<file path="config.mk">
export PLATFORM = sky130hd
export DESIGN_NAME = player_ctrl_flat
export DESIGN_NICKNAME = d
export VERILOG_FILES = /design/src/rtl/player_ctrl_if.sv /design/src/rtl/player_ctrl.sv /design/src/flat_wrapper.sv
export SDC_FILE = /design/constraint.sdc
export NUM_CORES = 1
export LEC_CHECK = 0
export CAP_MARGIN = 15
export CORE_MARGIN = 3
export CORE_UTILIZATION = 35
export CTS_CLUSTER_DIAMETER = 50
export DETAILED_ROUTE_END_ITERATION = 12
export PLACE_DENSITY = 0.58
export SLEW_MARGIN = 20
export SYNTH_ARGS = -nofsm -noshare
export SYNTH_HDL_FRONTEND = slang
export SYNTH_SLANG_ARGS = --single-unit
</file>
<file path="constraint.sdc">
create_clock -name clk -period 4.5 [get_ports clk]
set_clock_uncertainty 0.1 [all_clocks]
set_input_delay 0.9 -clock clk [delete_from_list [all_inputs] [get_ports clk]]
set_output_delay 0.9 -clock clk [all_outputs]
set_load 0.1 [all_outputs]
</file>
<file path="src/rtl/player_ctrl_if.sv">
// Joystick-to-renderer bundle: frame strobe and joystick levels in, sprite/bullet coordinates out.
interface player_ctrl_if;
   logic       i_frame;
   logic       i_up;
   logic       i_down;
   logic       i_left;
   logic       i_right;
   logic       i_fire;
   logic [9:0] o_x;
   logic [9:0] o_y;
   logic       o_bullet_valid;
   logic [9:0] o_bullet_x;
   logic [9:0] o_bullet_y;
   logic       o_fire_pulse;

   modport slave (
      input  i_frame, i_up, i_down, i_left, i_right, i_fire,
      output o_x, o_y, o_bullet_valid, o_bullet_x, o_bullet_y, o_fire_pulse
   );

   modport master (
      output i_frame, i_up, i_down, i_left, i_right, i_fire,
      input  o_x, o_y, o_bullet_valid, o_bullet_x, o_bullet_y, o_fire_pulse
   );
endinterface

</file>
<file path="src/rtl/player_ctrl.sv">
// Per-frame player motion with edge clamping plus a single-bullet IDLE/FLY shot machine.
// Inputs sampled on the i_frame edge; results visible one cycle later, held until the next frame.
module player_ctrl #(
   parameter int X_MAX       = 624,
   parameter int Y_MAX       = 464,
   parameter int X_INIT      = 312,
   parameter int Y_INIT      = 432,
   parameter int STEP        = 2,
   parameter int BULLET_STEP = 8,
   parameter int COOLDOWN    = 8
) (
   input  logic          clk,
   input  logic          rst_n,
   player_ctrl_if.slave  bus
);

   typedef enum logic {IDLE = 1'b0, FLY = 1'b1} state_t;

   localparam int CW = ($clog2(COOLDOWN + 1) > 4) ? $clog2(COOLDOWN + 1) : 4;
   // Counter holds frames still to wait after the launch frame, so the next
   // launch lands exactly COOLDOWN frames after the previous one.
   localparam logic [CW-1:0] COOL_LOAD = CW'((COOLDOWN > 0) ? COOLDOWN - 1 : 0);

   state_t        r_state, w_state_nxt;
   logic [9:0]    r_x, r_y, r_bx, r_by;
   logic [9:0]    w_x_nxt, w_y_nxt, w_bx_nxt, w_by_nxt;
   logic [CW-1:0] r_cool, w_cool_nxt;
   logic          r_fire_pulse, w_fire_nxt;
   logic [10:0]   w_x_dec, w_x_inc, w_y_dec, w_y_inc;
   logic          w_launch;

   assign w_x_dec = {1'b0, r_x} - 11'(STEP);
   assign w_x_inc = {1'b0, r_x} + 11'(STEP);
   assign w_y_dec = {1'b0, r_y} - 11'(STEP);
   assign w_y_inc = {1'b0, r_y} + 11'(STEP);

   assign w_launch = bus.i_frame && (r_state == IDLE) && bus.i_fire && (r_cool == '0);

   always_comb begin
      w_state_nxt = r_state;
      w_x_nxt     = r_x;
      w_y_nxt     = r_y;
      w_bx_nxt    = r_bx;
      w_by_nxt    = r_by;
      w_cool_nxt  = r_cool;
      w_fire_nxt  = 1'b0;
      if (bus.i_frame) begin
         // Bit 10 of the decrement flags an underflow below zero.
         if (bus.i_left && !bus.i_right)
            w_x_nxt = w_x_dec[10] ? 10'd0 : w_x_dec[9:0];
         else if (bus.i_right && !bus.i_left)
            w_x_nxt = (w_x_inc > 11'(X_MAX)) ? 10'(X_MAX) : w_x_inc[9:0];
         if (bus.i_up && !bus.i_down)
            w_y_nxt = w_y_dec[10] ? 10'd0 : w_y_dec[9:0];
         else if (bus.i_down && !bus.i_up)
            w_y_nxt = (w_y_inc > 11'(Y_MAX)) ? 10'(Y_MAX) : w_y_inc[9:0];

         if (r_cool != '0)
            w_cool_nxt = r_cool - 1'b1;

         case (r_state)
            IDLE: begin
               if (w_launch) begin
                  w_state_nxt = FLY;
                  w_bx_nxt    = r_x + 10'd6;
                  w_by_nxt    = r_y;
                  w_cool_nxt  = COOL_LOAD;
                  w_fire_nxt  = 1'b1;
               end
            end
            FLY: begin
               if (r_by >= 10'(BULLET_STEP))
                  w_by_nxt = r_by - 10'(BULLET_STEP);
               else
                  w_state_nxt = IDLE;
            end
            default: w_state_nxt = IDLE;
         endcase
      end
   end

   always_ff @(posedge clk or negedge rst_n) begin
      if (!rst_n) begin
         r_state      <= IDLE;
         r_x          <= 10'(X_INIT);
         r_y          <= 10'(Y_INIT);
         r_bx         <= '0;
         r_by         <= '0;
         r_cool       <= '0;
         r_fire_pulse <= 1'b0;
      end else begin
         r_state      <= w_state_nxt;
         r_x          <= w_x_nxt;
         r_y          <= w_y_nxt;
         r_bx         <= w_bx_nxt;
         r_by         <= w_by_nxt;
         r_cool       <= w_cool_nxt;
         r_fire_pulse <= w_fire_nxt;
      end
   end

   assign bus.o_x            = r_x;
   assign bus.o_y            = r_y;
   assign bus.o_bullet_valid = (r_state == FLY);
   assign bus.o_bullet_x     = r_bx;
   assign bus.o_bullet_y     = r_by;
   assign bus.o_fire_pulse   = r_fire_pulse;

endmodule
</file>
<file path="src/flat_wrapper.sv">
// flat-port wrapper written by rule: the top's interface ports become plain ports
module player_ctrl_flat 
#(
   parameter int X_MAX       = 624,
   parameter int Y_MAX       = 464,
   parameter int X_INIT      = 312,
   parameter int Y_INIT      = 432,
   parameter int STEP        = 2,
   parameter int BULLET_STEP = 8,
   parameter int COOLDOWN    = 8
)
  (clk, rst_n, bus_i_frame, bus_i_up, bus_i_down, bus_i_left, bus_i_right, bus_i_fire, bus_o_x, bus_o_y, bus_o_bullet_valid, bus_o_bullet_x, bus_o_bullet_y, bus_o_fire_pulse);
  player_ctrl_if bus_i ();
  input  logic clk;
  input  logic rst_n;
  input wire logic [$bits(bus_i.i_frame)-1:0] bus_i_frame;
  input wire logic [$bits(bus_i.i_up)-1:0] bus_i_up;
  input wire logic [$bits(bus_i.i_down)-1:0] bus_i_down;
  input wire logic [$bits(bus_i.i_left)-1:0] bus_i_left;
  input wire logic [$bits(bus_i.i_right)-1:0] bus_i_right;
  input wire logic [$bits(bus_i.i_fire)-1:0] bus_i_fire;
  output wire logic [$bits(bus_i.o_x)-1:0] bus_o_x;
  output wire logic [$bits(bus_i.o_y)-1:0] bus_o_y;
  output wire logic [$bits(bus_i.o_bullet_valid)-1:0] bus_o_bullet_valid;
  output wire logic [$bits(bus_i.o_bullet_x)-1:0] bus_o_bullet_x;
  output wire logic [$bits(bus_i.o_bullet_y)-1:0] bus_o_bullet_y;
  output wire logic [$bits(bus_i.o_fire_pulse)-1:0] bus_o_fire_pulse;
  assign bus_i.i_frame = bus_i_frame;
  assign bus_i.i_up = bus_i_up;
  assign bus_i.i_down = bus_i_down;
  assign bus_i.i_left = bus_i_left;
  assign bus_i.i_right = bus_i_right;
  assign bus_i.i_fire = bus_i_fire;
  assign bus_o_x = bus_i.o_x;
  assign bus_o_y = bus_i.o_y;
  assign bus_o_bullet_valid = bus_i.o_bullet_valid;
  assign bus_o_bullet_x = bus_i.o_bullet_x;
  assign bus_o_bullet_y = bus_i.o_bullet_y;
  assign bus_o_fire_pulse = bus_i.o_fire_pulse;
  player_ctrl #(.X_MAX(X_MAX), .Y_MAX(Y_MAX), .X_INIT(X_INIT), .Y_INIT(Y_INIT), .STEP(STEP), .BULLET_STEP(BULLET_STEP), .COOLDOWN(COOLDOWN)) u_core (.clk(clk), .rst_n(rst_n), .bus(bus_i));
endmodule
</file>
==> Word level (Yosys, flattened, before mapping) <==
Index checks and enable logic that the tools add are counted.
{ "word_totals": {"word_cells": 58, "register_bits": 46, "output_inout_bits": 42, "input_bits": 8} }
{ "op_classes": {"n_reduce_logical": 19, "muxes": 19, "n_addsub": 7, "n_bitwise": 1, "eq_ne": 2, "n_lt_le_gt_ge": 3} }
{ "op_table": {"columns": ["cell", "count"], "rows": [
  ["10-bit 2-to-1 mux", 10],
  ["10-bit by 2-bit adder with 11-bit output, second input constant", 2],
  ["10-bit by 2-bit subtractor with 11-bit output, second input constant", 2],
  ["10-bit case mux with 2 select lines", 1],
  ["4-bit 2-to-1 mux", 3],
  ["11-bit by 10-bit greater-than comparator with 1-bit output, second input constant", 1],
  ["11-bit by 9-bit greater-than comparator with 1-bit output, second input constant", 1],
  ["10-bit by 3-bit adder with 10-bit output, second input constant", 1],
  ["10-bit by 4-bit greater-or-equal comparator with 1-bit output, second input constant", 1],
  ["10-bit by 4-bit subtractor with 10-bit output, second input constant", 1],
  ["1-bit logical AND", 7],
  ["3-bit AND reduction", 2],
  ["1-bit logical NOT", 4],
  ["4-bit logical NOT", 1],
  ["1-bit 2-to-1 mux", 4],
  ["2-bit AND reduction", 2],
  ["2-bit nonzero test", 2],
  ["4-bit nonzero test", 1],
  ["4-bit by 1-bit subtractor with 4-bit output, second input constant", 1],
  ["2-bit by 1-bit != test with 1-bit output, second input constant", 1],
  ["2-bit != test, second input constant", 1],
  ["1-bit case mux with 2 select lines", 1],
  ["1-bit NOT", 1]
]} }

==> Logic depth before layout (Yosys ltp) <==
Gate-level depths: netlist (run 1).
{ "logic_depth": {"word_depth": 7, "mapped_depth": 10, "depth_no_buf": 9} }

==> Least setup slack after synthesis (run 1) <==
Ideal clock, no wire load.
{ "synth_path": {"kind": "register to register", "startpoint": "register u_core.r_y[2] (netlist: u_core.bus.o_y[2])", "endpoint": "register u_core.r_y[1] (netlist: u_core.bus.o_y[1])", "period_less_slack_ns": 2.895, "path_buffers": 1, "setup_time_ns": 0.092, "arrival_time_ns": 2.703, "required_time_ns": 4.308, "path_stages_with_launch": 9, "path_slack_ns": 1.605, "cell_sequence": "dfrtp_1 > buf_2 > inv_1 > ha_1 > or4_4 > nor3_2 > and3_4 > o31ai_4 > o31ai_2"} }
{ "synth_between": {"elab_chain_cells": 5, "elab_cells_between_ends": 7, "classes_between": "add/sub (2); order compare (1); mux (4)"} }
{ "synth_lines": {"columns": ["element", "line_no", "text"], "rows": [
  ["from (decl)", "player_ctrl.sv:25", "logic [9:0] r_x, r_y, r_bx, r_by;"],
  ["from (signal assigned)", "player_ctrl.sv:86", "r_y <= 10'(Y_INIT);"],
  ["from (signal assigned)", "player_ctrl.sv:94", "r_y <= w_y_nxt;"],
  ["10-bit by 2-bit adder with 11-bit output", "player_ctrl.sv:35", "assign w_y_inc = {1'b0, r_y} + 11'(STEP);"],
  ["11-bit by 9-bit greater-than comparator with 1-bit output", "player_ctrl.sv:56", "w_y_nxt = (w_y_inc > 11'(Y_MAX)) ? 10'(Y_MAX) : w_y_inc[9:0];"],
  ["10-bit 2-to-1 mux", "player_ctrl.sv:56", null],
  ["10-bit 2-to-1 mux", "player_ctrl.sv:55", "else if (bus.i_down && !bus.i_up)"],
  ["10-bit 2-to-1 mux *", "player_ctrl.sv:53", "if (bus.i_up && !bus.i_down)"]
]} }
Mark *: on every way between the ends. The rest lies on a longest branch, timed or not. The select of a mux whose other input is x is not followed.
A chain may end at the register's enable or synchronous reset.

==> Final worst setup path (run 1) <==
{ "layout_path": {"startpoint": "register u_core.r_x[6] (netlist: u_core.bus.o_x[6])", "endpoint": "output bus_o_x[6]"} }
{ "layout_rtl": {"columns": ["element", "line_no", "text"], "rows": [
  ["from (decl)", "player_ctrl.sv:25", null],
  ["from (signal assigned)", "player_ctrl.sv:85", "r_x <= 10'(X_INIT);"],
  ["from (signal assigned)", "player_ctrl.sv:93", "r_x <= w_x_nxt;"],
  ["to (decl)", "flat_wrapper.sv:22", "output wire logic [$bits(bus_i.o_x)-1:0] bus_o_x;"]
]} }
No word-level cell between the ends.

==> results.txt, run 1 <==
For the worst setup path, the data required time is 3500 ps. The number of cells upsized or downsized after cts is 0, and the clock transition at the register clock pins on the worst setup and hold paths after CTS is 80 ps. Detail-routed net length per standard cell: 15.56 um.

Based on the critical path, the design can be clocked at up to 300.4 MHz. The final setup violation count was 0; the sequential cell area fraction in the yosys report was 0.3221. Max-cap violations in this run came to 0. From synthesis to final layout, the design area changed by 15.73%. Number of buffers inserted to repair setup after CTS: 0.

Along the worst path, the maximum fanout reaches 17. The top cell types in the final layout, fill and taps aside, are clkdlybuf4s50_1 (45), nand2_1 (41), o21ai_0 (38), dfrtp_1 (35), nor2_1 (33). The number of violations reported at the end of detailed-routing iteration 0 came out at 201. The worst path buffer plus inverter count is 1, and the count of fill cells added during filler insertion is 937. The count of vias placed by the detailed router came out at 3192. The clock period minus final worst setup slack is 3329 ps.

Worst path arrival time: 2330 ps. The portion of the clock cycle consumed by the worst path in the final layout is 0.7397, and the per-cell via count in the routed design is 5.680. The logs give 0 for the hold buffer count at cts and 5 for the number of CTS-inserted buffers. The first global-routing pass estimated 14490 um of wire.

The share of flip-flops with an asynchronous set or reset after synthesis was 1.000. The floorplan has 35 rows. 50 I/O pins were placed.

Setup repair after global routing left no endpoint under its margin. The most frequent standard cell in the layout excluding fill and tap cells is clkdlybuf4s50_1. Buffers placed on the I/O ports in this run total 46.

Initial antenna violation count: 0. The run finished with clean final reports. For this run, the number of Yosys warnings is 0. The number of antenna diodes in the final layout is 0.

In this run the worst hold path is classified as flop to flop. The tools report the global placer's final weighted congestion as 0.8538. For the pin with the worst max-slew slack, the measured transition is 983.4 ps. After detailed routing, the total wire length is 8744 um. Adding up every negative setup slack in the final design gives 0 ps. STA classifies the critical path endpoint as an output pin. The sort of element at the start of the critical path was a flop. The cell count after synthesis came out at 416.

Buffer depth of the longest clock path: 2. For the total clock sinks, the log shows 43. The logs give 0.3423 for the remaining max-slew budget at the tightest pin and 449 for the net count of the finished layout. Summing every instance area after synthesis gives 3372 um2.

Measured along the x axis, the die boundary spans 104.2 um. Summed over all layers, the global routing overflow is 0. The synthesized design contains 0 enable-type register cells. The die covers 10850 um2.

The region available for standard cell placement spans 9284 um2. Type of the setup path with the least slack: flop to output pin. The slowest stage of the critical path belongs to the cell clkdlybuf4s50_1. The netlist uses 77 different library cells.

The combined global-route utilization of all metal layers came out at 0.1580. For this run, the leading register cell type out of synthesis is dfrtp_1. The logs give 2835 for the via count of the first global-routing pass and 6112 um for the total half-perimeter wirelength after legalization and detailed placement. Final antenna-violating net count: 0. TritonCTS built the clock tree. The H-tree was split into 2 levels. The share of final-layout standard cells stronger than drive strength 1 was 0.1039; the y dimension of the die was 104.2 um. In the routed design, unresolved DRC markers number 0.

Gate family responsible for the most delay along the worst path: buffers and inverters. The number of max-slew violations in the final report is 0. Entering global routing, the biggest net connects 44 pins.

Counting flops and latches in the post-synthesis netlist gives 43. The initial core utilization is 0.3632. Traced cell by cell, the critical path runs through clkdlybuf4s50_1. The run gives 290 ps as the clock network latency to the later pin of the worst-skew pair.

For this run, the slowest stage of the critical path takes 1260 ps. The root cell of the clock tree was clkbuf_8. The number of failing hold endpoints at the final stage came out at 0. The number of iterations in the first detailed-routing pass is 4.

The post-synthesis average cell area works out to 8.106 um2.
[metal layers]
metal / up-vias / wire length, um / share of wire / global-route usage
met4: 0 / 80 / 0.0091 / 0.03609
met1: 1548 / 4288 / 0.49 / 0.2335
met3: 6 / 394 / 0.045 / 0.02235
met2: 94 / 3981 / 0.46 / 0.2437
met5: - / 0 / 0 / 0
li1: 1544 / - / - / -
[cells by family (layout without fill, tap and decap cells)]
kind of cell               count (synthesis)  after routing  synth area share
DFF                                       43             43            0.3221
other                                      1              3          0.001112
AOI/OAI and AO/OA                        130            130            0.2679
buffers and inverters                     58             73           0.08311
xor gates and xnor gates                   9              9           0.02338
adders and majority gates                  8              8           0.02969
muxes                                      3              3          0.009276
and+or+nand+nor                          164            164            0.2635
[Yosys cell counts (all sizes together), types with 4 or more instances]
| library cell | count | area, um2 |
|---|---|---|
| dfrtp | 35 | 875.8 |
| buf | 27 | 161.4 |
| nand2b | 4 | 25.02 |
| nand4 | 4 | 31.28 |
| nor4 | 7 | 58.81 |
| nand2 | 41 | 153.9 |
| o22ai | 7 | 43.79 |
| a21o | 5 | 37.54 |
| and3 | 8 | 60.06 |
| nor3 | 18 | 105.1 |
| ha | 8 | 100.1 |
| dfstp | 8 | 210.2 |
| xnor2 | 6 | 52.55 |
| o221ai | 4 | 35.03 |
| o31ai | 7 | 85.08 |
| o211ai | 4 | 40.03 |
| a211oi | 5 | 42.54 |
| nor2b | 6 | 37.54 |
| a31oi | 8 | 50.05 |
| nor3b | 4 | 30.03 |
| clkbuf | 12 | 45.04 |
| inv | 19 | 73.82 |
| nand3 | 24 | 130.1 |
| o21ai | 43 | 219.0 |
| a21oi | 24 | 120.1 |
| nor2 | 34 | 130.1 |
[state kept, by name (all words and copies together), names as in the netlist]
signal,flops
u_core.bus.o_x,9
u_core.bus.o_bullet_valid,1
u_core.bus.o_y,9
u_core.bus.o_bullet_y,10
u_core.bus.o_fire_pulse,1
u_core.bus.o_bullet_x,9
u_core.r_cool,4
[cell type report]
cell class / count / area (um2) / share of cell area
clock buffers: 6 / 72.57 / 0.01860
clock inverters: 1 / 30.03 / 0.007695
inverters: 19 / 73.82 / 0.01892
multi-input cells: 317 / 2013 / 0.5159
flip-flops and latches: 43 / 1086 / 0.2783
well taps: 129 / 161.4 / 0.04136
repair buffers: 47 / 465.4 / 0.1193
[path summary, 6_finish.rpt]
kind / startpoint / end / slack, ps / cells after the start
max in group asynchronous: rst_n / u_core.bus.o_y[8] / 3420 / 1
min in group asynchronous: rst_n / u_core.bus.o_bullet_x[2] / 490 / 1
worst min-delay path: u_core.bus.o_bullet_x[5] / u_core.bus.o_bullet_x[5] / 390 / 2
worst min register to register: u_core.bus.o_bullet_x[5] / u_core.bus.o_bullet_x[5] / 390 / 2
worst max-delay path: u_core.bus.o_x[6] / bus_o_x[6] / 1170 / 1
worst max register to register: u_core.bus.o_y[1] / u_core.bus.o_y[1] / 1850 / 7
[through the flow]
step	cells	util	setup WS [ps]	area, um2	hold WS (ps)
6_report	562	0.4204	1171	3902	386.9
5_1_grt	562	0.4204	1114	3902	412.8
4_1_cts	562	0.4201	1188	3900	395.8
3_5_place_dp	555	0.4090	1473	3797	377.3
3_3_place_gp	555	0.4090	1516	3797	362.9
2_1_floorplan	418	-	1605	3379	353.7
Power of run 1 is left out: the tool's default activity adds up to more than one toggle a clock period on the data nets, which glitch-free logic cannot reach.
==> run 2: changes to the inputs <==
- clock period: 4.5 -> 3.31 ns (I/O delays scaled with it)
==> results.txt, run 2 (same netlist as run 1, synthesis figures left out) <==
The run finished with clean final reports. Worst hold-check path type: primary input to async pin (was flop to flop). The flip-flop count of the largest register, all copies and words added was 10 (unchanged). The total clock sinks is 43 (unchanged), and the total half-perimeter wirelength after legalization and detailed placement is 6356 um (was 6112 um). The detail-routed net length per standard cell was 15.50 um (was 15.56 um); the depth of the CTS H-tree was 2 (unchanged). The buffer depth of the longest clock path came out at 2 (unchanged). The post-synthesis to final-layout area growth works out to 13.88% (was 15.73%). Remaining max-slew budget at the tightest pin: 0.5007 (was 0.3423). Root cell of the clock tree: clkbuf_8 (unchanged).

For the wire length of the first global-routing pass, the log shows 14770 um (was 14490 um). The count of boundary I/O pins came out at 50 (unchanged). TritonCTS built the clock tree.

Number of max-slew violations in the final report: 0 (unchanged). The tools report the sort of element at the start of the critical path as a flop (unchanged). The clock network latency to the later pin of the worst-skew pair is 300 ps (was 290 ps), and the clock period minus final worst setup slack is 2592 ps. The number of non-filler instances in the completed layout came out at 569 (was 562). The tools report the number of cell rows as 35 (unchanged). The gate family responsible for the most delay along the worst path is compound AO/OA/AOI/OAI gates (was buffers and inverters). The number of iterations in the first detailed-routing pass was 4 (unchanged); the number of cells upsized or downsized after cts was 0 (unchanged).

The run gives 0 (unchanged) as the final setup violation count. Highest-count cells in the layout ignoring fill and taps: buf_4 (46), nand2_1 (41), o21ai_0 (38), dfrtp_1 (35), nor2_1 (33) (was clkdlybuf4s50_1 (45), nand2_1 (41), o21ai_0 (38), dfrtp_1 (35), nor2_1 (33)). The worst-path cell with the longest stage delay is dfrtp_1 (was clkdlybuf4s50_1). Critical-path cell list: ha_1 -> nand4_2 -> o31a_1 -> a31oi_1 -> a21boi_2 -> o31ai_4 -> o31ai_2 (was clkdlybuf4s50_1).

Most frequent standard cell in the layout excluding fill and tap cells: buf_4 (was clkdlybuf4s50_1). Net count of the finished layout: 455 (was 449). The run gives 0 (unchanged) as the max-cap violation count. The logs give 28 (was 44) for the pin count of the biggest net entering global routing and 0 (unchanged) for the final antenna-violating net count.

Largest fanout on the critical path: 12 (was 17). The initial core utilization came out at 0.3632 (unchanged). The run gives 0 (unchanged) as the total inserted antenna cells. Portion of the clock cycle consumed by the worst path in the final layout: 0.7830. The per-cell via count in the routed design was 5.640 (was 5.680); the routed wire length was 8822 um (was 8744 um). The setup TNS after final layout was 0 ps (unchanged).

The logs give 2937 (was 2835) for the via count of the first global-routing pass and 0 (unchanged) for the hold buffer count at cts. The global-route congestion overflow total came out at 0 (unchanged). For the worst path arrival time, the log shows 2710 ps (was 2330 ps).

The y dimension of the die is 104.2 um (unchanged), and the die outline area is 10850 um2 (unchanged). The share of final-layout standard cells stronger than drive strength 1 was 0.2091 (was 0.1039); the clock transition at the register clock pins on the worst setup and hold paths after CTS was 100 ps (was 80 ps). The tools report the cell count after placement as 561 (was 555). The core box area was 9284 um2 (unchanged). The run gives 0.4136 (was 0.4204) as the post-layout utilization of the core. The peak per-stage delay on the critical path is 600 ps (was 1260 ps), and the number of violations reported at the end of detailed-routing iteration 0 is 226 (was 201). The kind of capture point of the worst setup path is a flop (was an output pin).

The tools report the number of buffers inserted to repair setup after CTS as 0 (unchanged). For the global placer's final weighted congestion, the log shows 0.8111 (was 0.8538). The worst path buffer plus inverter count came out at 0 (was 1). The tools report the combined global-route utilization of all metal layers as 0.1613 (was 0.1580).

Setup repair after global routing left no endpoint under its margin. The transition time of the tightest slew-check pin came out at 748.9 ps (was 983.4 ps). The cell depth of the worst setup path is 7 (was 1), and the DRC violation count after routing is 0 (unchanged). The width of the die was 104.2 um (unchanged). The type of the setup path with the least slack was flop to flop (was flop to output pin). The number of failing hold endpoints at the final stage was 0 (unchanged); the depth of the worst register-to-register path was 7 (unchanged).

The initial antenna violation count came out at 0 (unchanged). The number of buffer cells added on primary ports is 46 (unchanged). The number of CTS-inserted buffers is 5 (unchanged). The tools report the maximum operating frequency as 385.9 MHz. The worst path required time was 3430 ps (was 3500 ps); the count of vias placed by the detailed router was 3209 (was 3192).
[run 2: layout make-up]
type | count | area, um2
clock buffers | 5 | 68.82
clock inverters | 3 | 26.28
fillers | 981 | 5444
inverters | 19 | 73.82
multi-input cells | 317 | 2013
flip-flops and latches | 43 | 1086
well taps | 129 | 161.4
repair buffers | 53 | 410.4
[run 2: path summary, 6_finish.rpt]
kind	start	to	slack (ps)
worst min register to register	u_core.bus.o_bullet_x[1]	u_core.bus.o_bullet_x[1]	390
worst max register to register	u_core.bus.o_y[1]	u_core.bus.o_y[1]	720
worst max-delay path	u_core.bus.o_y[1]	u_core.bus.o_y[1]	720
min in group clk	u_core.bus.o_bullet_x[1]	u_core.bus.o_bullet_x[1]	390
max in group asynchronous	rst_n	u_core.bus.o_x[3]	2160
worst min-delay path	rst_n	u_core.bus.o_y[2]	270
[run 2: through the flow]
step                instance area (um2)  worst slack, ps  hold slack (ps)
finish                             3840            718.4            270.3
global route                       3840            489.8            322.2
CTS                                3840            723.8            288.5
detailed placement                 3745            496.8            378.0
global placement                   3745            613.4            366.4
floorplan                          3379            415.2            266.4
[run 2: worst reg2reg max path: stages (launching register included)]
cell	delay (ps)
dfrtp_1	600
ha_1	490
nand4_2	200
o31a_1	310
a31oi_1	150
a21boi_2	320
o31ai_4	110
o31ai_2	230
[run 2: routing by layer]
metal	track usage	wire (um)	vias up
li1	-	-	1561
met2	0.2470	3960	116
met5	0	0	-
met1	0.2371	4319	1526
met3	0.02421	456	6
met4	0.04274	86	0
Power of run 2 is left out for the same reason.
